### config.mk
export PLATFORM = sky130hd
export DESIGN_NAME = plugboard
export DESIGN_NICKNAME = d
export VERILOG_FILES = /design/src/rtl/plugboard.sv
export SDC_FILE = /design/constraint.sdc
export NUM_CORES = 1
export LEC_CHECK = 0
export ABC_AREA = 1
export CORE_UTILIZATION = 41
export DETAILED_ROUTE_END_ITERATION = 10
export GPL_TIMING_DRIVEN = 0
export PLACE_DENSITY = 0.65
export RECOVER_POWER = 25
export SYNTH_ARGS = -nofsm -noshare
export SYNTH_HDL_FRONTEND = slang
export SYNTH_SLANG_ARGS = --single-unit
### constraint.sdc
create_clock -name clk -period 3.6 [get_ports clk]
set_input_delay 1.08 -clock clk [delete_from_list [all_inputs] [get_ports clk]]
set_output_delay 1.08 -clock clk [all_outputs]
set_load 0.02 [all_outputs]
### src/rtl/plugboard.sv
// plugboard
//   Buffers incoming ASCII characters in a small FIFO and substitutes each
//   letter through a 26-entry swap table. Characters go to the rotor stage
//   one at a time: a one-cycle dout_valid strobe, then dout is held until
//   rotor_done comes back.
//
//   Ports
//     clk, reset_n      clock, asynchronous active-low reset
//     set, pair_in      swap table load (letter i at pair_in[200-8*i +: 8])
//     din_valid, din    upstream character, taken when din_ready is high
//     din_ready         a push is accepted on this edge
//     rotor_done        rotor has consumed the current character
//     dout, dout_valid  mapped character and its strobe
//     busy              FSM active or characters buffered
//     err               unmapped character, pulses with dout_valid
//
//   Build option
//     PLUGBOARD_LOWERCASE_EN  fold lowercase letters to uppercase before
//                             mapping instead of flagging them as errors
//
//   state | meaning
//   IDLE  | waiting for a buffered character
//   ISSUE | dout_valid strobe cycle
//   WAIT  | dout held until rotor_done
module plugboard #(
  parameter int FIFO_DEPTH = 4
) (
  input  logic         clk,
  input  logic         reset_n,
  input  logic         set,
  input  logic [207:0] pair_in,
  input  logic         din_valid,
  input  logic [7:0]   din,
  output logic         din_ready,
  input  logic         rotor_done,
  output logic [7:0]   dout,
  output logic         dout_valid,
  output logic         busy,
  output logic         err
);

  localparam int PW = $clog2(FIFO_DEPTH);
  localparam int CW = $clog2(FIFO_DEPTH + 1);
  localparam logic [CW-1:0] FULL_CNT = CW'(FIFO_DEPTH);

  typedef enum logic [1:0] {IDLE, ISSUE, WAIT} state_t;

  state_t        state;
  logic [7:0]    fifo_mem [FIFO_DEPTH];
  logic [PW-1:0] wr_ptr;
  logic [PW-1:0] rd_ptr;
  logic [CW-1:0] count;
  logic [7:0]    swap_tab [26];

  logic          fifo_empty;
  logic          fifo_full;
  logic          push;
  logic          pop;
  logic [7:0]    head;
  logic [7:0]    folded;
  logic [4:0]    letter_idx;
  logic [7:0]    mapped;
  logic          map_err;

  assign fifo_empty = (count == '0);
  assign fifo_full  = (count == FULL_CNT);
  assign pop        = (state == IDLE) && !fifo_empty;
  // A full FIFO still takes a push when the head leaves on the same edge.
  assign din_ready  = !fifo_full || pop;
  assign push       = din_valid && din_ready;
  assign busy       = (state != IDLE) || !fifo_empty;
  assign head       = fifo_mem[rd_ptr];

  always_comb begin
    folded = head;
`ifdef PLUGBOARD_LOWERCASE_EN
    if (head >= 8'h61 && head <= 8'h7A) folded = head - 8'h20;
`endif
    // 'A'..'Z' have low five bits 1..26
    letter_idx = folded[4:0] - 5'd1;
    if (folded >= 8'h41 && folded <= 8'h5A) begin
      mapped  = swap_tab[letter_idx];
      map_err = 1'b0;
    end else begin
      mapped  = head;
      map_err = 1'b1;
    end
  end

  always_ff @(posedge clk) begin
    if (push) fifo_mem[wr_ptr] <= din;
  end

  always_ff @(posedge clk or negedge reset_n) begin
    if (!reset_n) begin
      state      <= IDLE;
      wr_ptr     <= '0;
      rd_ptr     <= '0;
      count      <= '0;
      dout       <= 8'h00;
      dout_valid <= 1'b0;
      err        <= 1'b0;
      for (int i = 0; i < 26; i++) swap_tab[i] <= 8'h41 + 8'(i);
    end else begin
      if (push) wr_ptr <= wr_ptr + PW'(1);
      if (pop)  rd_ptr <= rd_ptr + PW'(1);
      case ({push, pop})
        2'b10:   count <= count + CW'(1);
        2'b01:   count <= count - CW'(1);
        default: ;
      endcase

      if (set && state == IDLE && fifo_empty) begin
        for (int i = 0; i < 26; i++) swap_tab[i] <= pair_in[200-8*i +: 8];
      end

      case (state)
        IDLE: begin
          if (pop) begin
            dout       <= mapped;
            dout_valid <= 1'b1;
            err        <= map_err;
            state      <= ISSUE;
          end
        end
        ISSUE: begin
          dout_valid <= 1'b0;
          err        <= 1'b0;
          state      <= WAIT;
        end
        WAIT: begin
          if (rotor_done) state <= IDLE;
        end
        default: state <= IDLE;
      endcase
    end
  end

endmodule

==> results.json <==
{
  "start_util_pct": 41.8,
  "drv_slew": 40,
  "stdcell_count": 1938,
  "max_freq_mhz": 292,
  "num_vias": 10158,
  "grt_setup_unrepaired": "no",
  "rows": 63,
  "synth_area_leaders": "dfrtp_1 (28%), dfstp_2 (18%), mux2_2 (10%), edfxtp_1 (7.8%), a21oi_1 (6.9%)",
  "pwr_density_cell_mw_per_mm2": 1050,
  "ir_drop_uv": 522,
  "setup_viol": 0,
  "cp_slowest_stage_delay_ns": 0.50,
  "die_area_mm2": 0.0309,
  "worstPathCellList": "buf_6 > inv_4 > nand2_2 > nand3_4 > nand2_4 > buf_6 > buf_2 > ha_1 > clkbuf_2 > clkbuf_1 > a21oi_1 > o21ai_1 > nand3_1 > nand3_1 > nand3_1 > nand3_1 > nand2_1",
  "area_delta_synth_final_pct": 30.5,
  "drt-initial-drc-count": 667,
  "worstPathMaxFanout": 11,
  "drt_first_pass_iters": 5,
  "gr-total-overflow": 0,
  "final-hold-violation-count": 0,
  "synthCells": 1259,
  "synth_cell_types": 36,
  "crit_path_start_kind": "register",
  "grt_max_degree": 97,
  "ant_nets": 0,
  "globalplace.congestion": 0.882,
  "grtUsageMet3_pct": 5.04,
  "syn-cell-area_mm2": 0.0124,
  "path_delay_family": "buffers and inverters",
  "io_pins": 233,
  "path_buf_inv": 6,
  "grt_antenna_before_repair": 1,
  "use_met2_pct": 40.9,
  "crit_type": "reg2reg",
  "ys.flop_type": "dfrtp_1",
  "r2r_setup_slack_ns": 0.18,
  "htree_levels": 1,
  "max-slew-margin-rel_pct": -49.0,
  "synth_top_area_share_pct": 28.5,
  "syn_avg_cell_area_um2": 9.83,
  "fin_crit_sh_pct": 95.1,
  "cts_tree": "yes",
  "synthTopCellsByCount": "a21oi_1 (171), dfrtp_1 (141), nor2_1 (139)",
  "yosys.area.top_type": "dfrtp_1",
  "root_buffer": "clkbuf_16",
  "seq_area_frac_synth_pct": 54.5,
  "yosysMostFrequentCell": "a21oi_1",
  "violations": "max-capacitance violations, max-slew violations",
  "dp_cells": 1883,
  "cts_buffers": 29,
  "clk_latency_ns": 0.55,
  "wire_per_inst_um": 20.1,
  "layout-drive-gt1-share_pct": 21.1,
  "synth-edff-count": 32,
  "hold_class": "reg2reg",
  "busiest_layer": "met2",
  "grt_use_met1_pct": 33.7,
  "worst_path_most_repeated_cell": "nand3_1",
  "core_area_mm2": 0.0296,
  "leakagePower_uw": 0.00714,
  "path_clk_slew_ns": 0.06,
  "via_per_inst": 5.24,
  "ctsLongestPathBuffers": 3,
  "grt_pass1_vias": 10363,
  "finalClockSkew_ns": 0.0123,
  "final_util_pct": 54.5,
  "drt-total-wl_um": 39000,
  "async_reset_ff_share_pct": 87.6,
  "cap_violations": 1,
  "cp.required_ns": 4.03,
  "hpwl_um": 28800,
  "place.port_buffers": 232,
  "cts.sinks": 259,
  "synth_warnings": 0,
  "min_period_ns": 3.42,
  "cts_setup_buffers": 0,
  "fp.dieH_um": 176,
  "ys_seq_elements": 259,
  "drc": 0,
  "grt_pass1_wl_um": 59000,
  "worst_pin_slew_ns": 2.23,
  "layout.nets": 1754,
  "die_x_um": 176,
  "end_kind": "register",
  "status": "complete, but fails checks",
  "crit_slowest_cell": "clkbuf_1",
  "cp.arrival_ns": 3.86,
  "syn_nets": 1489,
  "grt_usage_pct": 25.2
}
[registers in the layout, summed over array words and instances, names as in the netlist]
name        flops
err             1
fifo_mem       32
count           3
rd_ptr          2
dout            8
dout_valid      1
wr_ptr          2
state           2
swap_tab      208
[power breakdown]
| part | leakage (uW) | internal, uW | switching (uW) | total, uW |
|---|---|---|---|---|
| combinational | 0.00390 | 3290 | 5780 | 9070 |
| sequential | 0.00280 | 4550 | 512 | 5060 |
| clock | 0.000442 | 1650 | 1170 | 2820 |
| total | 0.00714 | 9490 | 7460 | 17000 |
[kinds of logic (layout without fill, tap and decap cells)]
kind of cell,Yosys count,after routing,synth area share (%)
muxes,114,114,10.3
DFF,259,259,54.5
AOI/OAI and AO/OA,272,272,11.2
other,0,1,0
buffers and inverters,211,499,7.74
xor gates and xnor gates,5,5,0.505
and+or+nand+nor,389,389,14.7
adders and majority gates,9,9,0.970
[layout by cell type, fill, tap and decap left out, drive strengths merged]
master	instances
nand2	98
fa	1
clkinvlp	2
clkinv	3
dlygate4sd3	1
mux2	110
nand3	132
o22ai	2
inv	133
o211ai	7
mux2i	4
ha	8
dfstp	86
a31oi	2
nand3b	17
o21ai	90
nor2	142
clkdlybuf4s50	230
dfrtp	141
buf	54
clkbuf	76
diode	1
a21oi	171
edfxtp	32
xnor2	2
xor2	3
[path summary, 6_finish.rpt]
check,from,endpoint,depth (start not counted)
max,rd_ptr[0],dout[0],17
min,swap_tab[22],swap_tab[22],2
max reg2reg,rd_ptr[0],dout[0],17
min reg2reg,swap_tab[22],swap_tab[22],2
max in group asynchronous,reset_n,swap_tab[44],3
min in group asynchronous,reset_n,swap_tab[132],1
[worst min-delay path, cell delays in order, from the launching register on]
cell	delay, ns
dfstp_2	0.36
inv_1	0.06
a21oi_1	0.06
[metrics by stage]
step	hold slack, ns	total power (uW)	setup TNS [ns]	setup WS, ns	cell area (um^2)
floorplan	0.451	10900	0	1.08	12400
global placement	0.461	13800	-1586.07	-8.13	15200
detailed placement	0.465	14000	-0.464	-0.108	15300
CTS	0.400	16900	0	0.0321	16200
global route	0.495	18000	0	0.0265	16200
finish	0.475	17000	0	0.177	16200
[layout make-up]
cell class / count / area (um^2)
clock buffer: 49 / 881
buffer: 78 / 460
sequential: 259 / 6750
timing repair buffer: 234 / 2370
antenna: 1 / 2.50
inverter: 133 / 502
clock inverter: 5 / 33.8
tap: 390 / 488
multi-input combinational: 789 / 4670
fill: 2671 / 13500
[what timing repair did]
action | in CTS | in global routing
gates resized for setup | 2 | 2
hold buffers | 0 | 0
setup endpoints to repair | 8 | 8
hold endpoints to repair | 0 | 0
[routing by layer]
metal	vias to the layer above	share of wire [%]
li1	4748	-
met1	4935	42
met2	396	46
met3	79	8.0
met4	0	3.4
met5	-	0
Power figures use the tool's default switching activity.
